File: src/rtl/fir_filter_param_pkg.sv
// Shared constants and width helpers for the parameterised FIR.
// Contents: MAX_TAPS, ADDR_W, DEFAULT_COEF (legacy 5-tap response),
// clog2() and acc_width().
package fir_pkg;

  localparam int unsigned MAX_TAPS = 8;

  // Reset coefficients; the first five reproduce the legacy fixed filter.
  localparam int unsigned DEFAULT_COEF [MAX_TAPS] = '{2, 3, 2, 5, 6, 0, 0, 0};

  // Ceiling log2; clog2(1) = 0.
  function automatic int unsigned clog2(input int unsigned v);
    int unsigned r;
    r = 0;
    for (int i = 0; i < 32; i++) begin
      if ((32'd1 << i) < v) r = 32'(i + 1);
    end
    return r;
  endfunction

  // Accumulator width that cannot overflow for TAPS full-scale products.
  function automatic int unsigned acc_width(input int unsigned data_w,
                                            input int unsigned coef_w,
                                            input int unsigned taps);
    return data_w + coef_w + clog2(taps);
  endfunction

  localparam int unsigned ADDR_W = clog2(MAX_TAPS);

endpackage

File: src/rtl/fir_filter_param_if.sv
// Sample / coefficient / result bundle of the parameterised FIR.
// master: sample source driving samples and coefficient writes.
// slave : the filter, driving out_valid / out_data / out_sat.
interface fir_filter_param_if
  import fir_pkg::*;
#(
  parameter int unsigned DATA_W = 4,
  parameter int unsigned COEF_W = 4,
  parameter int unsigned OUT_W  = 12
);

  logic              in_valid;
  logic [DATA_W-1:0] in_data;
  logic              coef_we;
  logic [ADDR_W-1:0] coef_addr;
  logic [COEF_W-1:0] coef_wdata;
  logic              out_valid;
  logic [OUT_W-1:0]  out_data;
  logic              out_sat;

  modport master (
    output in_valid, in_data, coef_we, coef_addr, coef_wdata,
    input  out_valid, out_data, out_sat
  );

  modport slave (
    input  in_valid, in_data, coef_we, coef_addr, coef_wdata,
    output out_valid, out_data, out_sat
  );

endinterface

File: src/rtl/fir_filter_param_coef_bank.sv
// TAPS x COEF_W coefficient register file.
// Ports: clk, rst (sync, active-high, loads DEFAULT_COEF), we/addr/wdata
// write port (addresses >= TAPS are ignored), coef_flat parallel read bus
// with tap k at bits [k*COEF_W +: COEF_W].
module fir_coef_bank
  import fir_pkg::*;
#(
  parameter int unsigned COEF_W = 4,
  parameter int unsigned TAPS   = 5
) (
  input  logic                     clk,
  input  logic                     rst,
  input  logic                     we,
  input  logic [ADDR_W-1:0]        addr,
  input  logic [COEF_W-1:0]        wdata,
  output logic [TAPS*COEF_W-1:0]   coef_flat
);

  logic [COEF_W-1:0] coef_q [TAPS];

  // Only addresses matching an existing tap can hit, so out-of-range writes drop.
  always_ff @(posedge clk) begin
    for (int k = 0; k < int'(TAPS); k++) begin
      if (rst) begin
        coef_q[k] <= COEF_W'(DEFAULT_COEF[k]);
      end else if (we && (32'(addr) == 32'(k))) begin
        coef_q[k] <= wdata;
      end
    end
  end

  always_comb begin
    coef_flat = '0;
    for (int k = 0; k < int'(TAPS); k++) begin
      coef_flat[k*COEF_W +: COEF_W] = coef_q[k];
    end
  end

endmodule

File: src/rtl/fir_filter_param.sv
// Streaming unsigned direct-form FIR with runtime-writable coefficients.
// Ports: clk, rst (sync, active-high), bus (fir_filter_param_if.slave):
//   in_valid/in_data sample input, coef_we/coef_addr/coef_wdata coefficient
//   write, out_valid/out_data/out_sat registered result (1-cycle latency).
// Optional macro FIR_SAT_EN: when the accumulator is wider than OUT_W,
//   clip to 2^OUT_W-1 and flag out_sat; otherwise the result wraps.
module fir_filter_param
  import fir_pkg::*;
#(
  parameter int unsigned DATA_W = 4,
  parameter int unsigned COEF_W = 4,
  parameter int unsigned TAPS   = 5,
  parameter int unsigned OUT_W  = 12
) (
  input  logic               clk,
  input  logic               rst,
  fir_filter_param_if.slave  bus
);

  localparam int unsigned ACC_W = acc_width(DATA_W, COEF_W, TAPS);
  localparam int unsigned DLY_N = (TAPS > 1) ? TAPS - 1 : 1;

  logic [TAPS*COEF_W-1:0] coef_flat;
  logic [DATA_W-1:0]      dly [DLY_N];
  logic [ACC_W-1:0]       acc_c;
  logic [OUT_W-1:0]       res_c;
  logic                   sat_c;

  fir_coef_bank #(
    .COEF_W (COEF_W),
    .TAPS   (TAPS)
  ) u_coef_bank (
    .clk       (clk),
    .rst       (rst),
    .we        (bus.coef_we),
    .addr      (bus.coef_addr),
    .wdata     (bus.coef_wdata),
    .coef_flat (coef_flat)
  );

  // Delay line: dly[k] holds the sample accepted k+1 valid cycles ago.
  always_ff @(posedge clk) begin
    if (rst) begin
      for (int k = 0; k < int'(DLY_N); k++) dly[k] <= '0;
    end else if (bus.in_valid) begin
      dly[0] <= bus.in_data;
      for (int k = 1; k < int'(DLY_N); k++) dly[k] <= dly[k-1];
    end
  end

  // MAC over the live sample and the history; coefficients are pre-write values.
  always_comb begin
    acc_c = ACC_W'(bus.in_data) * ACC_W'(coef_flat[COEF_W-1:0]);
    for (int k = 1; k < int'(TAPS); k++) begin
      acc_c = acc_c + ACC_W'(dly[k-1]) * ACC_W'(coef_flat[k*COEF_W +: COEF_W]);
    end
  end

  // Fit the accumulator into OUT_W bits.
  if (ACC_W <= OUT_W) begin : g_extend
    always_comb begin
      res_c = OUT_W'(acc_c);
      sat_c = 1'b0;
    end
  end else begin : g_narrow
`ifdef FIR_SAT_EN
    always_comb begin
      res_c = acc_c[OUT_W-1:0];
      sat_c = 1'b0;
      if (acc_c[ACC_W-1:OUT_W] != '0) begin
        res_c = '1;
        sat_c = 1'b1;
      end
    end
`else
    always_comb begin
      res_c = acc_c[OUT_W-1:0];
      sat_c = 1'b0;
    end
`endif
  end

  // Output stage: updates only on accepted samples, holds through gaps.
  always_ff @(posedge clk) begin
    if (rst) begin
      bus.out_valid <= 1'b0;
      bus.out_data  <= '0;
      bus.out_sat   <= 1'b0;
    end else begin
      bus.out_valid <= bus.in_valid;
      if (bus.in_valid) begin
        bus.out_data <= res_c;
        bus.out_sat  <= sat_c;
      end
    end
  end

endmodule

File: src/flat_wrapper.sv
// flat-port wrapper written by rule: the top's interface ports become plain ports
module fir_filter_param_flat import fir_pkg::*;
#(
  parameter int unsigned DATA_W = 4,
  parameter int unsigned COEF_W = 4,
  parameter int unsigned TAPS   = 5,
  parameter int unsigned OUT_W  = 12
)
  (clk, rst, bus_in_valid, bus_in_data, bus_coef_we, bus_coef_addr, bus_coef_wdata, bus_out_valid, bus_out_data, bus_out_sat);
  fir_filter_param_if #(.DATA_W(DATA_W), .COEF_W(COEF_W), .OUT_W(OUT_W)) bus_i ();
  input  logic clk;
  input  logic rst;
  input wire logic [$bits(bus_i.in_valid)-1:0] bus_in_valid;
  input wire logic [$bits(bus_i.in_data)-1:0] bus_in_data;
  input wire logic [$bits(bus_i.coef_we)-1:0] bus_coef_we;
  input wire logic [$bits(bus_i.coef_addr)-1:0] bus_coef_addr;
  input wire logic [$bits(bus_i.coef_wdata)-1:0] bus_coef_wdata;
  output wire logic [$bits(bus_i.out_valid)-1:0] bus_out_valid;
  output wire logic [$bits(bus_i.out_data)-1:0] bus_out_data;
  output wire logic [$bits(bus_i.out_sat)-1:0] bus_out_sat;
  assign bus_i.in_valid = bus_in_valid;
  assign bus_i.in_data = bus_in_data;
  assign bus_i.coef_we = bus_coef_we;
  assign bus_i.coef_addr = bus_coef_addr;
  assign bus_i.coef_wdata = bus_coef_wdata;
  assign bus_out_valid = bus_i.out_valid;
  assign bus_out_data = bus_i.out_data;
  assign bus_out_sat = bus_i.out_sat;
  fir_filter_param #(.DATA_W(DATA_W), .COEF_W(COEF_W), .TAPS(TAPS), .OUT_W(OUT_W)) u_core (.clk(clk), .rst(rst), .bus(bus_i));
endmodule
File: config.mk
export PLATFORM = sky130hd
export DESIGN_NAME = fir_filter_param_flat
export DESIGN_NICKNAME = d
export VERILOG_FILES = /design/src/rtl/fir_filter_param_pkg.sv /design/src/rtl/fir_filter_param_if.sv /design/src/rtl/fir_filter_param_coef_bank.sv /design/src/rtl/fir_filter_param.sv /design/src/flat_wrapper.sv
export SDC_FILE = /design/constraint.sdc
export NUM_CORES = 1
export LEC_CHECK = 0
export ABC_AREA = 1
export BUFFER_PORTS_ARGS = -buffer_cell sky130_fd_sc_hd__buf_2
export CAP_MARGIN = 20
export CORE_ASPECT_RATIO = 1.1
export CORE_MARGIN = 2
export CORE_UTILIZATION = 30
export DETAILED_ROUTE_END_ITERATION = 6
export SETUP_SLACK_MARGIN = 0.1
export SYNTH_ARGS = -nofsm -noshare
export SYNTH_HDL_FRONTEND = slang
export SYNTH_HIERARCHICAL = 1
export SYNTH_SLANG_ARGS = --single-unit
File: constraint.sdc
create_clock -name clk -period 7.1 [get_ports clk]
set_input_delay 1.42 -clock clk [delete_from_list [all_inputs] [get_ports clk]]
set_output_delay 1.42 -clock clk [all_outputs]
set_load 0.01 [all_outputs]
==> metrics.md <==
| Metric | Value |
|---|---|
| Status | complete, no violations |
| Worst clock skew | 6.70 ps |
| Worst path slowest cell | fa_1 |
| Syn Area/Cell | 8.40 µm² |
| Tightest Pin Transition | 896 ps |
| Crit path required time | 7290 ps |
| Post-Syn Instances | 589 |
| Die height | 139 µm |
| Die X | 126 µm |
| Met2 Usage GRT | 0.212 |
| GPL Wtd Cong | 0.833 |
| Cell Pwr Density | 303 nW/µm² |
| Top post-synthesis cells by area | fa_1 25%, edfxtp_1 22%, inv_1 15% |
| RSZ-0062 raised after global routing | false |
| Site Rows | 49 |
| Slowest cell delay on critical path | 540 ps |
| Non-Filler Instances | 821 |
| VDD IR max | 0.179 mV |
| Initial Util | 0.304 |
| Fraction of registers with async set/reset | 0 |
| Routed Wire Length | 9.66 mm |
| Area Growth Syn to Fin | 10.1% |
| Gr usage total | 0.117 |
| CP Cell Sequence | buf_2 > nand2_1 > inv_1 > fa_1 > inv_1 > fa_1 > inv_1 > ha_1 > inv_1 > fa_1 > inv_1 > fa_1 > inv_1 > fa_1 > fa_1 > inv_1 > ha_1 > nand2_1 > nand2_1 > nand3_1 > nand3_1 > nand3_1 > nand2_1 |
| Wire per inst | 11.8 µm |
| Top_reg_cell synth | edfxtp_1 |
| Area of the core | 16200 µm² |
| Fraction of layout cells with a size suffix above 1 | 0.0729 |
| CTS tree | yes |
| DR DRC count | 0 |
| Gr ovfl total | 0 |
| Largest net degree at the start of global routing | 19 |
| Flop and latch count out of synthesis | 48 |
| Count of pins over their slew limit | 0 |
| Max Fclk | 0.167 GHz |
| Busiest grt layer | met2 |
| Via Count | 3329 |
| Drt pass-1 iters | 5 |
| Final setup viols | 0 |
| Cts hold-fix bufs | 0 |
| Io pins | 29 |
| CP endpoint kind | flip-flop |
| Startpoint types | primary input |
| Setup Crit Path Kind | primary input to flip-flop |
| Final Hold Fails | 0 |
| CTS max path bufs | 2 |
| Final nets | 742 |
| PortBufs | 26 |
| Critical path peak fanout | 5 |
| Clk sink count | 48 |
| Leading area contributor after synthesis | fa_1 |
| Max-Cap Viols | 0 |
| 1st-iter DRT viols | 94 |
| Rel. slew slack | 0.401 |
| Clk Tree Root Cell | clkbuf_16 |
| Worst Path Buf+Inv | 8 |
| Leakage power | 3.18 nW |
| Post-Syn Area | 4950 µm² |
| Cts bufs inserted | 5 |
| Sequential fraction of the synthesis area | 0.267 |
| Family with the most delay on the worst path | adder cells |
| Yosys top cell area share | 0.251 |
| Count of different cell masters after synthesis | 28 |
| Synth warn | 6 |
| Routed vias/inst | 4.05 |
| Area of the multi-input gates | 2800 µm² |
| Initial antenna violation count | 0 |
| H-Tree Depth | 2 |
| Vias in the first global route | 3417 |
| Clock slew at reported path FFs | 70 ps |
| Most common cell in the synthesized netlist | inv_1 |
| Utilization after layout | 0.335 |
| # Post-CTS Setup Buffers | 0 |
| Total Neg Setup Slack | 0 ps |
| Final setup margin | 1130 ps |
| Post-DP HPWL | 8.53 mm |
| Synth cell count leaders | 198 x inv_1, 135 x nand2_1, 62 x fa_1 |
| Post_cts resized | 0 |
| Worst-Skew Late Latency | 290 ps |
| Diodes inserted | 0 |
| Ratio of final minimum period to clock period | 0.841 |
| Met1 Track Usage GR | 0.142 |
| Global-route wire length before repair | 16.4 mm |
| Crit path arrival time | 6170 ps |
| Seq. cell area | 1320 µm² |
| Dpl ws | 796 ps |
| Die area | 17500 µm² |
| Fillers | 1719 |
| Cell mode on critical path | inv_1 |
| Number of synthesized flops with an enable pin | 36 |
| Period minus WS final | 5970 ps |
| Number of routed nets with antenna violations | 0 |
| Placed Cells incl. Taps | 813 |
| Met3 Track Usage GR | 0.0135 |
| Hold Path Class | flip-flop to flip-flop |
==> per-stage QoR <==
step / cell area, µm² / power (mW) / hold slack, ps
floorplan: 4950 / 1.18 / 476
global placement: 5280 / 1.39 / 435
detailed placement: 5280 / 1.40 / 439
CTS: 5450 / 1.69 / 454
global route: 5450 / 1.86 / 480
finish: 5450 / 1.65 / 449
==> layout by cell type (no fill, tap or decap), types with 2 or more instances in the layout <==
cell type,count
ha_1,49
conb_1,2
nand4_1,4
nand3b_1,3
inv_2,3
inv_1,198
nor2_1,39
a22o_1,3
o21ai_1,2
fa_1,62
nor2_2,2
edfxtp_1,36
buf_2,26
nand2_1,135
nand3_1,18
o21ai_0,2
dfxtp_1,12
a21oi_1,5
clkbuf_16,5
nand3_2,3
==> layer usage <==
metal	vias to the layer above	share of wire	routed length [µm]
li1	1750	-	-
met1	1537	0.44	4280
met2	33	0.52	5030
met3	9	0.017	162
met4	0	0.019	184
met5	-	0	0
==> power by group <==
part | internal, mW | switching (mW) | total (mW)
Clock | 0.167 | 0.108 | 0.276
Sequential | 0.334 | 0.0258 | 0.360
Combinational | 0.415 | 0.598 | 1.01
==> cell type report <==
cell class | instances | share of cell area
clock buffer | 5 | 0.0230
clock inverter | 3 | 0.00850
inverter | 202 | 0.142
multi-input combinational | 333 | 0.514
sequential | 48 | 0.243
tap | 204 | 0.0469
timing repair buffer | 26 | 0.0239
==> sequential cells by signal (all words and copies together), names as in the netlist <==
signal / count
u_core/bus.out_valid: 1
u_core/u_coef_bank/coef_q: 20
u_core/dly: 16
u_core/bus.out_data: 11
==> worst paths after layout <==
check	from	endpoint	slack [ps]	cells after the start
worst max-delay path	bus_in_data[1]	u_core/bus.out_data[9]	1130	23
worst min-delay path	u_core/bus.out_data[6]	u_core/bus.out_data[6]	450	2
worst max register to register	u_core/dly[0][5]	u_core/bus.out_data[9]	1660	20
worst min register to register	u_core/bus.out_data[6]	u_core/bus.out_data[6]	450	2
==> cells by family after synthesis <==
| group | share of synthesized area |
|---|---|
| compound gates | 0.0159 |
| buf+inv | 0.168 |
| other cells | 0.000758 |
| flops | 0.267 |
| simple gates | 0.173 |
| fa+ha+maj | 0.375 |
==> worst register-to-register path: cells and delay by family, from the launching register on <==
| family | cells | cell delay (ps) |
|---|---|---|
| simple gates | 7 | 660 |
| fa+ha+maj | 8 | 3920 |
| flops | 1 | 490 |
| buf+inv | 5 | 270 |
(Power assumes the default switching activity.)
